$ cat src/rtl/epsp_tdm_scheduler.sv
// Time-multiplexes one external second-order IIR datapath across NCH spike channels,
// keeping per-channel filter history and publishing the per-channel filter outputs.
module epsp_tdm_scheduler #(
    parameter int unsigned NCH = 8,
    parameter int unsigned LAT = 0,
    parameter int unsigned CW  = 3
) (
    input  logic                clk,
    input  logic                reset,
    input  logic                tick,
    input  logic                clr,
    input  logic [32*NCH-1:0]   x_in_flat,
    output logic [31:0]         dp_x1,
    output logic [31:0]         dp_x2,
    output logic [31:0]         dp_y1,
    output logic [31:0]         dp_y2,
    output logic                dp_valid,
    output logic [CW-1:0]       dp_ch,
    input  logic [31:0]         dp_y,
    output logic [32*NCH-1:0]   y_flat,
    output logic                busy,
    output logic                frame_done,
    output logic                overrun
);

    localparam int unsigned DW = 32;
    localparam int unsigned LW = (LAT > 1) ? $clog2(LAT) : 1;

    typedef enum logic [2:0] {
        S_IDLE,
        S_ISSUE,
        S_WAIT,
        S_WRITE,
        S_DONE
    } state_e;

    state_e          state_q, state_d;
    logic [CW-1:0]   ch_q, ch_d;
    logic [LW-1:0]   wcnt_q, wcnt_d;
    logic            pend_clr_q, pend_clr_d;
    logic            overrun_q, overrun_d;
    logic            do_clr, do_snap, do_write;

    logic [DW-1:0]   snap_q [NCH];
    logic [DW-1:0]   hx1_q  [NCH];
    logic [DW-1:0]   hx2_q  [NCH];
    logic [DW-1:0]   hy1_q  [NCH];
    logic [DW-1:0]   hy2_q  [NCH];
    logic [DW-1:0]   yo_q   [NCH];

    logic [DW-1:0]   sel_x1, sel_x2, sel_y1, sel_y2;
    logic [DW-1:0]   dpx1_q, dpx2_q, dpy1_q, dpy2_q;
    logic            dpv_q;
    logic [CW-1:0]   dpch_q;
    logic            busy_q, done_q;

    // Sequencer state register
    always_ff @(posedge clk or posedge reset) begin
        if (reset) begin
            state_q    <= S_IDLE;
            ch_q       <= '0;
            wcnt_q     <= '0;
            pend_clr_q <= 1'b0;
            overrun_q  <= 1'b0;
        end else begin
            state_q    <= state_d;
            ch_q       <= ch_d;
            wcnt_q     <= wcnt_d;
            pend_clr_q <= pend_clr_d;
            overrun_q  <= overrun_d;
        end
    end

    // Next-state and datapath control strobes
    always_comb begin
        state_d    = state_q;
        ch_d       = ch_q;
        wcnt_d     = wcnt_q;
        pend_clr_d = pend_clr_q;
        overrun_d  = overrun_q;
        do_clr     = 1'b0;
        do_snap    = 1'b0;
        do_write   = 1'b0;

        case (state_q)
            S_IDLE: begin
                if (clr) begin
                    do_clr = 1'b1;
                end else if (tick) begin
                    do_snap = 1'b1;
                    ch_d    = '0;
                    state_d = S_ISSUE;
                end
            end
            S_ISSUE: begin
                wcnt_d  = '0;
                state_d = (LAT > 0) ? S_WAIT : S_WRITE;
            end
            S_WAIT: begin
                if (wcnt_q == LW'(LAT - 1)) begin
                    state_d = S_WRITE;
                end else begin
                    wcnt_d = wcnt_q + LW'(1);
                end
            end
            S_WRITE: begin
                do_write = 1'b1;
                if (ch_q == CW'(NCH - 1)) begin
                    state_d = S_DONE;
                end else begin
                    ch_d    = ch_q + CW'(1);
                    state_d = S_ISSUE;
                end
            end
            S_DONE: begin
                // A clear landing on the final cycle is folded into the deferred one
                do_clr     = pend_clr_q | clr;
                pend_clr_d = 1'b0;
                state_d    = S_IDLE;
            end
            default: state_d = S_IDLE;
        endcase

        if (state_q != S_IDLE && tick) begin
            overrun_d = 1'b1;
        end
        if ((state_q == S_ISSUE || state_q == S_WAIT || state_q == S_WRITE) && clr) begin
            pend_clr_d = 1'b1;
        end
    end

    // History of the channel about to be issued
    always_comb begin
        sel_x1 = '0;
        sel_x2 = '0;
        sel_y1 = '0;
        sel_y2 = '0;
        for (int k = 0; k < NCH; k++) begin
            if (ch_d == CW'(k)) begin
                sel_x1 = hx1_q[k];
                sel_x2 = hx2_q[k];
                sel_y1 = hy1_q[k];
                sel_y2 = hy2_q[k];
            end
        end
    end

    // Registered datapath operands and status
    always_ff @(posedge clk or posedge reset) begin
        if (reset) begin
            dpx1_q <= '0;
            dpx2_q <= '0;
            dpy1_q <= '0;
            dpy2_q <= '0;
            dpch_q <= '0;
            dpv_q  <= 1'b0;
            busy_q <= 1'b0;
            done_q <= 1'b0;
        end else begin
            dpv_q  <= (state_d == S_ISSUE);
            busy_q <= (state_d != S_IDLE);
            done_q <= (state_d == S_DONE);
            if (state_d == S_ISSUE) begin
                dpch_q <= ch_d;
                dpx1_q <= sel_x1;
                dpx2_q <= sel_x2;
                dpy1_q <= sel_y1;
                dpy2_q <= sel_y2;
            end
        end
    end

    // Per-channel history, input snapshot and published outputs
    always_ff @(posedge clk or posedge reset) begin
        if (reset) begin
            for (int k = 0; k < NCH; k++) begin
                snap_q[k] <= '0;
                hx1_q[k]  <= '0;
                hx2_q[k]  <= '0;
                hy1_q[k]  <= '0;
                hy2_q[k]  <= '0;
                yo_q[k]   <= '0;
            end
        end else begin
            for (int k = 0; k < NCH; k++) begin
                if (do_clr) begin
                    hx1_q[k] <= '0;
                    hx2_q[k] <= '0;
                    hy1_q[k] <= '0;
                    hy2_q[k] <= '0;
                    yo_q[k]  <= '0;
                end else if (do_write && ch_q == CW'(k)) begin
                    // The frame's own input enters history only after its evaluation
                    hx2_q[k] <= hx1_q[k];
                    hx1_q[k] <= snap_q[k];
                    hy2_q[k] <= hy1_q[k];
                    hy1_q[k] <= dp_y;
                    yo_q[k]  <= dp_y;
                end
                if (do_snap) begin
                    snap_q[k] <= x_in_flat[DW*k +: DW];
                end
            end
        end
    end

    for (genvar g = 0; g < NCH; g++) begin : g_pack
        assign y_flat[DW*g +: DW] = yo_q[g];
    end

    assign dp_x1      = dpx1_q;
    assign dp_x2      = dpx2_q;
    assign dp_y1      = dpy1_q;
    assign dp_y2      = dpy2_q;
    assign dp_valid   = dpv_q;
    assign dp_ch      = dpch_q;
    assign busy       = busy_q;
    assign frame_done = done_q;
    assign overrun    = overrun_q;

endmodule

$ cat config.mk
export PLATFORM = sky130hd
export DESIGN_NAME = epsp_tdm_scheduler
export DESIGN_NICKNAME = d
export VERILOG_FILES = /design/src/rtl/epsp_tdm_scheduler.sv
export SDC_FILE = /design/constraint.sdc
export NUM_CORES = 2
export LEC_CHECK = 0
export BUFFER_PORTS_ARGS = -buffer_cell sky130_fd_sc_hd__buf_2
export CAP_MARGIN = 10
export CELL_PAD_IN_SITES_DETAIL_PLACEMENT = 1
export CELL_PAD_IN_SITES_GLOBAL_PLACEMENT = 1
export CORE_ASPECT_RATIO = 1.4
export CORE_MARGIN = 4
export CORE_UTILIZATION = 40
export DETAILED_ROUTE_END_ITERATION = 8
export PLACE_DENSITY = 0.75
export RECOVER_POWER = 100
export SYNTH_ARGS = -nofsm -noshare
export SYNTH_HDL_FRONTEND = slang
export SYNTH_SLANG_ARGS = --single-unit
export TNS_END_PERCENT = 50
$ cat constraint.sdc
create_clock -name clk -period 93.9 [get_ports clk]
set_input_delay 9.39 -clock clk [delete_from_list [all_inputs] [get_ports clk]]
set_output_delay 9.39 -clock clk [all_outputs]
set_load 0.05 [all_outputs]
---- Word level (Yosys, flattened, before mapping) ----
Cells that the tools add are included.
storage, ports and cells
  bits in registers ....................... 1,423
  input port bits ......................... 292
  output and inout bits ................... 391
  logic and storage cells ................. 218
cells by class
  $add $sub $neg .......................... 2
  equal/unequal tests ..................... 20
  muxes and demuxes ....................... 115
  bitwise logic cells ..................... 1
  reductions and logical operators ........ 27
operators with widths
  operator                                       count
  2-to-1 mux 32 bit                              96
  == test 3 bit, second input constant           10
  2-to-1 mux 3 bit                               7
  nonzero test 2 bit                             10
  == test 3 x 2 -> 1 bit, second input constant  6
  == test 3 x 1 -> 1 bit, second input constant  4
  one-hot mux 3 bit (4 select lines)             1
  logical AND 1 bit                              10
  logical NOT 3 bit                              3
  2-to-1 mux 1 bit                               8
  one-hot mux 3 bit (2 select lines)             1
  nonzero test 3 bit                             2
  one-hot mux 1 bit (2 select lines)             2
  adder 3 x 1 -> 3 bit, second input constant    1
  logical OR 1 bit                               2
  adder 1 bit, second input constant             1
  OR 1 bit                                       1

---- Depth between registers and ports, before layout ----
  depth after elaboration ................. 12
  gate-level depth with buffers ........... 13
  mapped depth without buffers ............ 9

---- Worst setup path after synthesis ----
No wires, ideal clock.
  path type ............................... input -> register
  start point ............................. input port clr
  end point ............................... register dpx1_q[10], in the netlist dp_x1[10]
  setup time .............................. 142 ps
  data arrival time ....................... 11,274 ps
  data required time ...................... 93,758 ps
  slack ................................... 82,484 ps
  cell stages on the path ................. 10
  path buffers ............................ 3
  path through ............................ or4b_4 -> a31oi_1 -> o21a_2 -> buf_6 -> nor2_2 -> buf_4 -> buf_2 -> a221o_1 -> a21oi_1 -> a211oi_1
on the way
  longest elaborated chain between the ends .. 11
  elaborated cells on any way between the ends .. 21
  classes of those cells .................. eq/ne (8); mux (12); reduce/logical (1)
ends and longest elaborated chain
  item                                RTL line  source
  start: declaration                  11        input logic clr,
  2-to-1 mux 3 bit                    87        if (clr) begin
  one-hot mux 3 bit (2 select lines)  85        case (state_q)
  logical NOT 3 bit                   139       if (ch_d == CW'(k)) begin
  2-to-1 mux 32 bit (8 in series)     139
  end signal: assignment              165       dpx1_q <= sel_x1;
  end: declaration                    52        logic [DW-1:0] dpx1_q, dpx2_q, dpy1_q, dpy2_q;
Parallel ways exist; a longest one is shown, timed or not.
A chain may end at the register's enable or synchronous reset.

==> results.py <==
metrics = {
    "detailed_routing": {
        "wl_met2_mm": 144,
        "antenna_left": 0,
        "met1_length_mm": 103,
        "dr.pass1.iters": 5,
        "drc_errors": 0,
        "met3_length_mm": 24.4,
        "wl_per_cell_um": 34.2,
        "highest_layer": "met5",
        "vias": 55324,
        "vias_per_cell": 6.21,
        "wl_mm": 304,
        "drtIter0Drc": 5426,
    },
    "sta": {
        "period_share": 0.316,
        "slew_viol_final": 3248,
        "finalCriticalPeriod_ns": 29.67,
        "finalSetupViolCount": 0,
        "hold_ws_ns": 0.469,
        "tightest_slew_ns": 9.10,
        "maxSlewHeadroom": -5.07,
        "fmax_ghz": 0.0337,
        "rsz0062_at_grt": "false",
        "hold_viol_final": 0,
        "timing.final.ws_setup_ns": 64.23,
        "fin_setup_tns_ns": 0,
        "skew_ns": 0.0258,
    },
    "logic_synthesis": {
        "synth-edff-count": 0,
        "synthCells": 6457,
        "syn_avg_cell_area_sq_um": 9.54,
        "yosysSeqAreaShare": 0.578,
        "synth.distinct_cells": 47,
        "async_reset_ff_frac": 1.00,
        "synth-warning-count": 0,
        "synth-seq-cells": 1423,
        "synthTopCellsByArea": "dfrtp_1 (58%), nand2_1 (13%), mux2_2 (4.7%), nand3_1 (4.6%), o21ai_0 (4.3%)",
        "synth_area_sq_um": 61600,
        "synth.top_cell.area_share": 0.578,
        "syn_nets": 6753,
        "synth_flop_cell": "dfrtp_1",
        "yosys.area.top_type": "dfrtp_1",
    },
    "floorplan": {
        "dieArea_sq_um": 160000,
        "fp-row-count": 170,
        "core_sq_um": 153000,
        "start_util": 0.402,
        "io_pins": 683,
        "die_y_um": 472,
        "die-width_um": 340,
    },
    "global_route": {
        "grt.overflow.total": 0,
        "grt_pass1_vias": 56975,
        "antenna_found_initial": 38,
        "grt_pass1_wl_mm": 430,
        "grt_usage": 0.373,
        "grt_start_max_net_pins": 196,
    },
    "setup_path": {
        "end_kind": "asynchronous set/reset pin",
        "critPathSlowestCell": "clkbuf_1",
        "crit_top_cell": "clkbuf_1",
        "worstReg2RegStart": "state_q[2]",
        "start_kind": "input pin",
        "crit_required_ns": 93.99,
        "cp_max_fo": 165,
        "slowest_delay_ns": 6.37,
        "arrival_ns": 29.77,
        "critPathLaunch": "reset",
        "timing_worst_setup_path_type": "input pin to asynchronous set/reset pin",
        "crit_chain": "clkbuf_1 -> clkinvlp_2 -> clkbuf_1 -> clkbuf_1 -> clkbuf_1 -> clkbuf_1 -> clkbuf_1",
        "crit_family": "buffers and inverters",
        "critPathBufInv": 7,
    },
    "pwr": {
        "irDropWorstVdd_mv": 0.0319,
        "power_density_nw_per_um2": 46.2,
        "p_leak_nw": 32.5,
    },
    "clock_network": {
        "numCtsBuffers": 147,
        "clkLatencyLatePin_ns": 0.81,
        "htreeDepth": 4,
        "clock_sinks": 1423,
        "cts_tree": "built",
        "clockBufferDepth": 3,
        "clk_pin_slew_ns": 0.06,
        "hold_buffers": 0,
        "root_buffer": "clkbuf_16",
        "cts_resized": 0,
        "post-cts-setup-buffers": 0,
    },
    "layout": {
        "drive_above_1_share": 0.123,
        "fillers": 17597,
        "fin_area_sq_um": 70000,
        "nets": 7089,
        "syn2layout_area_growth_pct": 13.6,
    },
    "job": {
        "drv_cap": 47,
    },
    "placed_design": {
        "io_buffers": 682,
        "gp_congestion": 1.06,
        "pre_cts_slack_ns": 79.32,
        "dpl_cell_area_sq_um": 65800,
        "dp_hpwl_mm": 212,
    },
    "hold_path": {
        "min_from": "snap_q[154]",
        "hp-class": "flop to flop",
    },
    "run_status": {
        "failed_checks": "capacitance limit, slew limit",
        "outcome": "complete, but fails checks",
    },
}
==> cell usage after synthesis (2+ instances only) <==
| cell type | instances |
|---|---|
| nor2_2 | 2 |
| nor2_4 | 2 |
| a22o_1 | 211 |
| a21o_1 | 2 |
| xnor2_1 | 2 |
| nor2_1 | 95 |
| ha_1 | 4 |
| nand3_1 | 567 |
| a211oi_2 | 6 |
| a211oi_1 | 92 |
| inv_1 | 7 |
| and2_1 | 5 |
| a22oi_1 | 13 |
| a21oi_1 | 193 |
| mux2_2 | 256 |
| o2bb2ai_1 | 22 |
| or2_0 | 8 |
| or2_2 | 4 |
| a31oi_1 | 21 |
| a221o_1 | 105 |
| o22ai_1 | 127 |
| o21ai_0 | 524 |
| clkbuf_1 | 389 |
| o21ai_1 | 12 |
| buf_6 | 8 |
| buf_2 | 64 |
| dfrtp_1 | 1423 |
| and3_1 | 4 |
| buf_4 | 55 |
| o211ai_1 | 3 |
| inv_2 | 2 |
| nand2_1 | 2084 |
| a221oi_1 | 30 |
| mux2i_1 | 39 |
| buf_1 | 64 |
==> logic make-up (layout without fill, tap and decap cells) <==
family	Yosys count	after routing	share of synthesized area
AO/OA/AOI/OAI	1365	1365	0.144
XOR/XNOR	2	2	0.000284
adder cells (fa/ha/maj)	4	4	0.000812
buffers and inverters	590	1041	0.0416
flip-flops	1423	1423	0.578
multiplexers	295	295	0.0531
other	0	26	0
AND/OR/NAND/NOR	2778	2778	0.182
==> cells in the final DEF (no fill, tap or decap), drive strengths merged, types with 3 or more instances in the layout <==
cell type	Yosys	layout
o2bb2ai	22	22
inv	10	17
a221o	105	105
nand3	567	567
mux2	256	256
a31oi	21	21
mux2i	39	39
a211oi	98	98
o21ai	536	536
nor2	99	99
and2	5	5
clkbuf	389	642
o211ai	3	3
a22o	211	211
bufinv	0	11
and3	4	4
a221oi	30	30
buf	191	333
a22oi	13	13
or2	12	12
diode	0	26
clkinvlp	0	3
nand2	2085	2085
o22ai	127	127
dfrtp	1423	1423
clkinv	0	35
a21oi	193	193
ha	4	4
==> cell type report <==
class / instances / area [sq um] / share of cell area
multi-input cells: 4444 / 23500 / 0.336
well taps: 1978 / 2470 / 0.0353
clock buffers: 208 / 4230 / 0.0604
flip-flops and latches: 1423 / 35600 / 0.509
diodes: 26 / 65.1 / 0.000929
clock inverters: 56 / 641 / 0.00915
repair buffers: 767 / 3410 / 0.0486
inverters: 10 / 52.6 / 0.000751
==> routing by layer <==
metal / global-route usage / up-vias
met5: 0 / -
met4: 0.329 / 10
met3: 0.0790 / 972
met2: 0.609 / 2991
met1: 0.412 / 28525
li1: - / 22826
==> flip-flops by register name, summed over array words and instances (netlist names), 32 cells and up <==
name and cells:
hx1_q 256, hx2_q 256, hy2_q 256, snap_q 256
y_flat 256, dp_x1 32, dp_x2 32, dp_y1 32
dp_y2 32
==> worst reg2reg max path, delay by kind of cell (launching register included) <==
family / cells / cell delay, ns
compound gates: 2 / 0.90
flops: 1 / 0.63
buf+inv: 2 / 9.21
simple gates: 2 / 4.53
==> metrics by stage <==
stage                     power (W)  instances  utilization
final                       0.00323       8912        0.457
after global routing        0.00334       8891        0.457
after CTS                   0.00321       8886        0.462
after detailed placement    0.00259       8622        0.430
after global placement      0.00256       8622        0.430
after floorplan             0.00193       6457            -
==> final timing paths <==
path | to | slack, ns | depth (start not counted)
max in group clk | hx2_q[120] | 70.58 | 7
worst min-delay path | hx1_q[154] | 0.47 | 2
worst max-delay path | hx2_q[74] | 64.23 | 7
worst max register to register | hx2_q[120] | 78.51 | 6
min in group asynchronous | snap_q[159] | 10.42 | 2
worst min register to register | hx1_q[154] | 0.47 | 2
==> power breakdown <==
group	switching, W	internal [W]	leakage, nW
clock network	0.000263	0.000346	2.42
registers	0.000321	0.000864	18.7
logic	0.00110	0.000346	11.4
No activity file was read; power rests on OpenSTA's default activity.
